<file path="config.mk">
export PLATFORM = sky130hd
export DESIGN_NAME = lzc_pipe
export DESIGN_NICKNAME = d
export VERILOG_FILES = /design/src/rtl/lzc_pkg.sv /design/src/rtl/lzc_level.sv /design/src/rtl/lzc_pipe.sv
export SDC_FILE = /design/constraint.sdc
export NUM_CORES = 1
export LEC_CHECK = 0
export ABC_CLOCK_PERIOD_IN_PS = 3300
export CAP_MARGIN = 20
export CELL_PAD_IN_SITES_DETAIL_PLACEMENT = 0
export CELL_PAD_IN_SITES_GLOBAL_PLACEMENT = 1
export CORE_MARGIN = 10
export CORE_UTILIZATION = 46
export CTS_CLUSTER_SIZE = 40
export DETAILED_ROUTE_END_ITERATION = 6
export PLACE_DENSITY = 0.86
export SYNTH_ARGS = -nofsm -noshare
export SYNTH_HDL_FRONTEND = slang
export SYNTH_SLANG_ARGS = --single-unit
</file>
<file path="constraint.sdc">
create_clock -name clk -period 3.3 [get_ports clk]
set_clock_uncertainty 0.15 [all_clocks]
set_input_delay 0.33 -clock clk [delete_from_list [all_inputs] [get_ports clk]]
set_output_delay 0.33 -clock clk [all_outputs]
set_load 0.05 [all_outputs]
</file>
<file path="src/rtl/lzc_pkg.sv">
// Shared constants and width helpers for the pipelined leading-zero counter.
package lzc_pkg;

  localparam int LZC_N = 32;

  function automatic int lzc_levels(input int n);
    return $clog2(n);
  endfunction

  function automatic int lzc_cw(input int n);
    return $clog2(n) + 1;
  endfunction

  // Stage s holds n/2^(s+1) fields of s+2 bits each.
  function automatic int lzc_stage_w(input int n, input int s);
    return (n >> (s + 1)) * (s + 2);
  endfunction

  function automatic int lzc_stage_off(input int n, input int s);
    int off;
    off = 0;
    for (int k = 0; k < s; k++) off += lzc_stage_w(n, k);
    return off;
  endfunction

  typedef logic [lzc_cw(LZC_N)-1:0] lzc_count_t;

  // Bit pair -> 2-bit count of leading zeros, MSB doubling as the all-zero flag.
  function automatic logic [1:0] lzc_enc(input logic [1:0] p);
    logic [1:0] r;
    if (p[1])      r = 2'b00;
    else if (p[0]) r = 2'b01;
    else           r = 2'b10;
    return r;
  endfunction

endpackage

</file>
<file path="src/rtl/lzc_level.sv">
// One combinational merge level: pairs of FW-bit partial counts become FW+1-bit counts.
module lzc_level #(
  parameter int FIELDS = 1,
  parameter int FW     = 2
) (
  input  logic [2*FIELDS*FW-1:0]   din,
  output logic [FIELDS*(FW+1)-1:0] dout
);

  for (genvar i = 0; i < FIELDS; i++) begin : g_pair
    logic [FW-1:0] hi;
    logic [FW-1:0] lo;
    assign lo = din[(2*i)*FW +: FW];
    assign hi = din[(2*i+1)*FW +: FW];
    // A hi field with ones decides alone; an all-zero hi adds its full width to lo.
    assign dout[i*(FW+1) +: FW+1] = hi[FW-1] ? {lo[FW-1], ~lo[FW-1], lo[FW-2:0]}
                                             : {2'b00, hi[FW-2:0]};
  end

endmodule

</file>
<file path="src/rtl/lzc_pipe.sv">
// Pipelined valid/ready leading-zero counter; one register stage per tree level.
// Optional out_zero port enabled by defining LZC_ZERO_FLAG_EN.
module lzc_pipe
  import lzc_pkg::*;
#(
  parameter  int N  = LZC_N,
  localparam int L  = lzc_levels(N),
  localparam int CW = L + 1
) (
  input  logic          clk,
  input  logic          reset,
  input  logic          in_valid,
  output logic          in_ready,
  input  logic [N-1:0]  in_data,
  output logic          out_valid,
  input  logic          out_ready,
  output logic [CW-1:0] out_count
`ifdef LZC_ZERO_FLAG_EN
  ,
  output logic          out_zero
`endif
);

  localparam int TOT = lzc_stage_off(N, L);

  logic [L-1:0]   vld_p;
  logic [TOT-1:0] stg_p;
  logic           adv;

  // Global stall: the whole pipe moves only when the output slot frees up.
  assign adv      = out_ready | ~vld_p[L-1];
  assign in_ready = adv;

  always_ff @(posedge clk) begin
    if (reset)    vld_p <= '0;
    else if (adv) vld_p <= {vld_p[L-2:0], in_valid};
  end

  for (genvar s = 0; s < L; s++) begin : g_stage
    localparam int W   = lzc_stage_w(N, s);
    localparam int OFF = lzc_stage_off(N, s);

    logic [W-1:0] nxt;
    logic [W-1:0] q;

    // stage boundary: level s logic feeds register q of stage s
    if (s == 0) begin : g_enc
      for (genvar i = 0; i < N/2; i++) begin : g_bit
        assign nxt[2*i +: 2] = lzc_enc(in_data[2*i +: 2]);
      end
    end else begin : g_merge
      localparam int PW   = lzc_stage_w(N, s-1);
      localparam int POFF = lzc_stage_off(N, s-1);
      lzc_level #(.FIELDS(N >> (s+1)), .FW(s+1)) u_level (
        .din  (stg_p[POFF +: PW]),
        .dout (nxt)
      );
    end

    always_ff @(posedge clk) begin
      if (reset)    q <= '0;
      else if (adv) q <= nxt;
    end

    assign stg_p[OFF +: W] = q;
  end

  assign out_valid = vld_p[L-1];
  assign out_count = stg_p[TOT-1 -: CW];

`ifdef LZC_ZERO_FLAG_EN
  assign out_zero = vld_p[L-1] & stg_p[TOT-1];
`endif

endmodule
</file>
==> results.yml, run 1 <==
critical_path:
  crit_path_top_delay_cell: "clkdlybuf4s50_1"
  r2r-start: "vld_p[4]"
  arrival_ps: 1510
  startpoint_type: "flip-flop"
  path_buf_inv: 1
  cp_cell_sequence: "clkdlybuf4s50_1"
  path_max_fanout: 2
  crit_family: "buffers and inverters"
  crit_start: "out_count[1]"
  cp.required_ps: 2820
  critPathMaxStageDelay_ps: 810
  cp-end-kind: "output pin"
  crit_type: "flip-flop to output pin"
finish:
  multi_input_area_sq_um: 1710
  drive_gt1_share_pct: 11.0
  utilization_pct: 53.6
  fillCellCount: 778
  antennaDiodeCount: 0
  instances_no_fill: 540
  synthToLayoutAreaGrowth_pct: 14.7
  seq_area_sq_um: 1860
  nNetsFinal: 466
timing:
  fin_crit_sh_pct: 60.2
  period_needed_ps: 1990
  fmax_mhz: 503
  final.setup.worst_slack_ps: 1310
  slew_viol_final: 0
  finalHoldViolCount: 0
  grt_setup_unrepaired: "false"
  worst_pin_slew_ps: 1050
  max_slew_margin_pct: 29.8
  tns_ps: 0
  finalSetupViolCount: 0
  finalHoldWorstSlack_ps: 303
clock_network:
  clk_pin_slew_ps: 90
  clockBufferDepth: 2
  cts_root_buffer: "clkbuf_8"
  cts_resized: 0
  cts_tree: "built"
  cts_buffers: 9
  clock_latency_ps: 350
  cts.sinks: 93
  cts_setup_buffers: 0
  ctsHtreeMaxLevel: 3
  cts_hold_buf: 0
route:
  vias: 2792
  ant_nets: 0
  post-route-drc-count: 0
  drt-total-wl_um: 6830
  drt-initial-drc-count: 165
  wl_per_cell_um: 12.7
  drtPass1Iterations: 4
  routed_via_density: 5.17
die:
  die_area_sq_um: 12300
  design.core.area_sq_um: 8090
  die_h_um: 111
  start_util_pct: 46.8
  fp.dieW_um: 111
  rows: 33
  ios: 44
grt:
  track_usage_pct: 11.1
  grt_pass1_wl_um: 12000
  grt-ovfl-total: 0
  antenna_found_initial: 0
  grt_pass1_vias: 2800
  grt_max_degree: 94
synth:
  syn_area_sq_um: 3790
  synth_seq_cells: 93
  synthCells: 406
  yosysWarnings: 0
  syn_area_per_cell_sq_um: 9.33
  synth-seq-area-share_pct: 49.2
  synth_fp_nets: 442
  yosysUniqueCellTypes: 16
flow_run:
  drv_cap: 0
placed_design:
  pre_cts_slack_ps: 1110
  dp_hpwl_um: 4310
  dp.cells: 524
  gp_congestion: 0.713
  port_buffers: 43
power:
  p_leak_uw: 0.00143
  ir_worst_vdd_mv: 0.198
  p_per_area_nw_per_um2: 467
worst_hold_path:
  hp-class: "flip-flop to flip-flop"
  hold_start: "g_stage[0].q[6]"
status:
  status: "finished clean"
==> cells in the final DEF, fill, tap and decap left out <==
cell	n
clkinv_2	4
clkinv_4	1
mux2i_1	26
a21oi_1	66
clkbuf_1	1
a211oi_2	26
bufinv_16	1
nand3b_1	31
clkdlybuf4s50_1	41
nor2b_4	1
nor2_1	28
nand3_1	15
or3_1	16
inv_6	1
clkbuf_8	9
dfxtp_1	93
nand2_1	70
buf_4	5
==> power by group <==
part	total, uW	internal [uW]	switching [uW]
sequential	1170	1150	17.8
combinational	124	70.3	54.0
clock	737	351	386
total	2030	1570	457
==> state kept, by name, summed over array words and instances, names as in the netlist <==
register and flops:
g_stage.q 82, out_count 6, vld_p 5
==> worst reg2reg max path: stages (launching register included) <==
cell	delay (ps)
dfxtp_1	340
nor2b_4	160
buf_4	610
or3_1	270
a21oi_1	70
==> cells in the mapped netlist <==
master,instances,share of area [%]
buf_1,2,0.20
inv_2,1,0.099
buf_4,10,2.0
clkbuf_1,8,0.79
nand2_1,70,6.9
mux2i_1,26,6.9
dfxtp_1,93,49
nand3_1,15,2.0
nor2_1,28,2.8
buf_6,6,1.8
nand3b_1,31,6.1
or3_1,16,2.6
a211oi_2,26,8.6
a21oi_1,66,8.7
nor2b_4,1,0.36
buf_2,7,0.93
==> logic make-up after synthesis <==
kind of cell	after synthesis	synth area share (%)
simple gates	161	20.9
compound gates	92	17.3
mux	26	6.87
flops	93	49.2
buf+inv	34	5.78
==> path summary, 6_finish.rpt <==
check                    endpoint  slack (ps)  cells past startpoint
setup reg to reg  g_stage[0].q[3]        1540                      4
setup / recovery     out_count[1]        1310                      1
hold reg to reg   g_stage[0].q[6]         300                      2
hold / removal    g_stage[0].q[6]         300                      2
==> layer usage <==
metal | vias up | global-route usage [%] | part of all wire, %
li1 | 1457 | - | -
met2 | 32 | 18.5 | 46
met1 | 1293 | 13.5 | 50
met5 | - | 0 | 0
met3 | 10 | 2.54 | 2.9
met4 | 0 | 4.69 | 1.1
==> through the flow <==
step | power (uW) | cell area, sq um
4_1_cts | 2060 | 4340
5_1_grt | 2120 | 4340
6_report | 2030 | 4340
2_1_floorplan | 1260 | 3790
3_3_place_gp | 1320 | 4150
3_5_place_dp | 1320 | 4150
==> cell type report <==
| cell class | count | share of cell area (%) |
|---|---|---|
| inverter | 1 | 0.115 |
| multi-input combinational | 279 | 39.3 |
| tap | 105 | 3.03 |
| sequential | 93 | 42.9 |
| timing repair buffer | 46 | 10.3 |
| clock buffer | 10 | 2.94 |
| clock inverter | 6 | 1.44 |
Power figures use the tool's default switching activity.
==> inputs of run 2 (changes only) <==
--- a/config.mk
+++ b/config.mk
@@ -5,15 +5,15 @@
 export SDC_FILE = /design/constraint.sdc
 export NUM_CORES = 1
 export LEC_CHECK = 0
-export ABC_CLOCK_PERIOD_IN_PS = 3300
+export ABC_CLOCK_PERIOD_IN_PS = 1600
 export CAP_MARGIN = 20
 export CELL_PAD_IN_SITES_DETAIL_PLACEMENT = 0
 export CELL_PAD_IN_SITES_GLOBAL_PLACEMENT = 1
 export CORE_MARGIN = 10
-export CORE_UTILIZATION = 46
+export CORE_UTILIZATION = 38
 export CTS_CLUSTER_SIZE = 40
 export DETAILED_ROUTE_END_ITERATION = 6
-export PLACE_DENSITY = 0.86
+export PLACE_DENSITY = 0.76
 export SYNTH_ARGS = -nofsm -noshare
 export SYNTH_HDL_FRONTEND = slang
 export SYNTH_SLANG_ARGS = --single-unit
==> constraint.sdc (replaced) <==
create_clock -name clk -period 1.6 [get_ports clk]
set_clock_uncertainty 0.15 [all_clocks]
set_input_delay 0.16 -clock clk [delete_from_list [all_inputs] [get_ports clk]]
set_output_delay 0.16 -clock clk [all_outputs]
set_load 0.05 [all_outputs]
==> results.yml, run 2 (synthesized netlist as in run 1, its figures left out) <==
die:
  design.core.area_sq_um: 9730
  ios: 44
  rows: 36
  fp.dieW_um: 120
  die_area_sq_um: 14400
  start_util_pct: 38.9
  die_h_um: 120
placed_design:
  dp_hpwl_um: 4920
  dp.cells: 560
  port_buffers: 43
  gp_congestion: 0.733
route:
  ant_nets: 0
  wl_per_cell_um: 12.7
  vias: 2809
  drt-initial-drc-count: 113
  drt-total-wl_um: 7290
  post-route-drc-count: 0
  routed_via_density: 4.88
  drtPass1Iterations: 4
timing:
  fmax_mhz: 660
  slew_viol_final: 0
  finalSetupViolCount: 0
  period_needed_ps: 1520
  finalHoldViolCount: 0
  finalHoldWorstSlack_ps: 80.1
  fin_crit_sh_pct: 94.7
  worst_pin_slew_ps: 418
  max_slew_margin_pct: 72.1
  grt_setup_unrepaired: "false"
grt:
  grt_max_degree: 53
  grt_pass1_vias: 2827
  grt_pass1_wl_um: 12600
  track_usage_pct: 10.3
  antenna_found_initial: 0
  grt-ovfl-total: 0
clock_network:
  clock_latency_ps: 360
  cts_resized: 0
  cts_root_buffer: "clkbuf_8"
  clockBufferDepth: 2
  clk_pin_slew_ps: 90
  cts_setup_buffers: 0
  cts_buffers: 9
  cts.sinks: 93
  cts_tree: "built"
  cts_hold_buf: 0
  ctsHtreeMaxLevel: 3
critical_path:
  startpoint_type: "flip-flop"
  reg2reg_to: "g_stage[0].q[13]"
  critPathMaxStageDelay_ps: 330
  arrival_ps: 1210
  crit_type: "flip-flop to output pin"
  path_max_fanout: 4
  r2r_cells: 5
  cp_cell_sequence: "nor2b_4 -> clkinv_2 -> buf_4"
  r2r-start: "vld_p[4]"
  crit_family: "buffers and inverters"
  cp.required_ps: 1290
  crit_start: "vld_p[4]"
  reg2reg_slack_ps: 150
  cp-end-kind: "output pin"
  crit_path_top_delay_cell: "dfxtp_2"
  path_buf_inv: 2
power:
  ir_worst_vdd_mv: 0.423
  p_per_area_nw_per_um2: 936
  p_leak_uw: 0.00152
  finalPower_uw: 4250
finish:
  mostFrequentLayoutCells: "dfxtp_1, nand2_1, a21oi_1"
  regMostFlops: "g_stage.q"
  antennaDiodeCount: 0
  final_common_cell: "dfxtp_1"
  drive_gt1_share_pct: 14.4
  synthToLayoutAreaGrowth_pct: 20.0
  largest_reg_flops: 82
  fillCellCount: 979
  instances_no_fill: 576
  nNetsFinal: 474
worst_hold_path:
  hold_path_depth: 2
  min_to: "vld_p[3]"
  hold_start: "reset"
  hp-class: "input port to flip-flop"
flow_run:
  drv_cap: 0
status:
  status: "finished clean"
[run 2: cell count changes in the layout (fill, tap and decap cells not counted)]
cell,change
clkbuf_8,+1
buf_4,+6
buf_12,+9
clkinv_4,+1
dfxtp_2,+1
clkinv_2,-2
clkdlybuf4s50_1,-7
inv_6,-1
dfxtp_1,-1
clkinvlp_4,+1
[run 2: metal layers]
metal	part of all wire [%]	global-route usage, %
met1	50	12.6
met2	45	16.8
met3	2.7	2.25
met4	2.0	5.43
met5	0	0
[run 2: how the worst max path moves through the flow]
stage,endpoint,slack (ps),cells after the start
floorplan,g_stage[2].q[0],110,5
global placement,g_stage[0].q[17],-110,6
detailed placement,g_stage[0].q[19],-130,6
CTS,in_ready,40,3
global route,in_ready,0.9,3
finish,in_ready,80,3
[run 2: cell type report]
cell class	instances	area (sq um)	area share, %
tap	133	166	3.66
multi-input combinational	279	1710	37.5
sequential	93	1860	41.0
timing repair buffer	54	603	13.3
clock inverter	5	60.1	1.32
inverter	1	5.00	0.110
clock buffer	11	141	3.11
[run 2: metrics by stage]
stage | worst slack, ps | setup TNS, ps | cell area, sq um | utilization [%]
floorplan | 110 | 0 | 3790 | -
global placement | -106 | -1070 | 4340 | 44.6
detailed placement | -131 | -1630 | 4340 | 44.6
CTS | 43.5 | 0 | 4540 | 46.7
global route | 0.866 | 0 | 4540 | 46.7
finish | 84.6 | 0 | 4540 | 46.7
[run 2: worst register-to-register path, cell delays in order, from the launching register on]
cell and delay [ps]:
dfxtp_2 330, nor2b_4 130, buf_4 170, buf_12 160
or3_1 310, a21oi_1 150
[run 2: where the power goes]
part | switching (uW) | total, uW | leakage [uW] | internal (uW)
sequential | 36.7 | 2410 | 0.000757 | 2370
clock | 801 | 1570 | 0.0000995 | 768
combinational | 117 | 277 | 0.000667 | 160
total | 955 | 4250 | 0.00152 | 3300
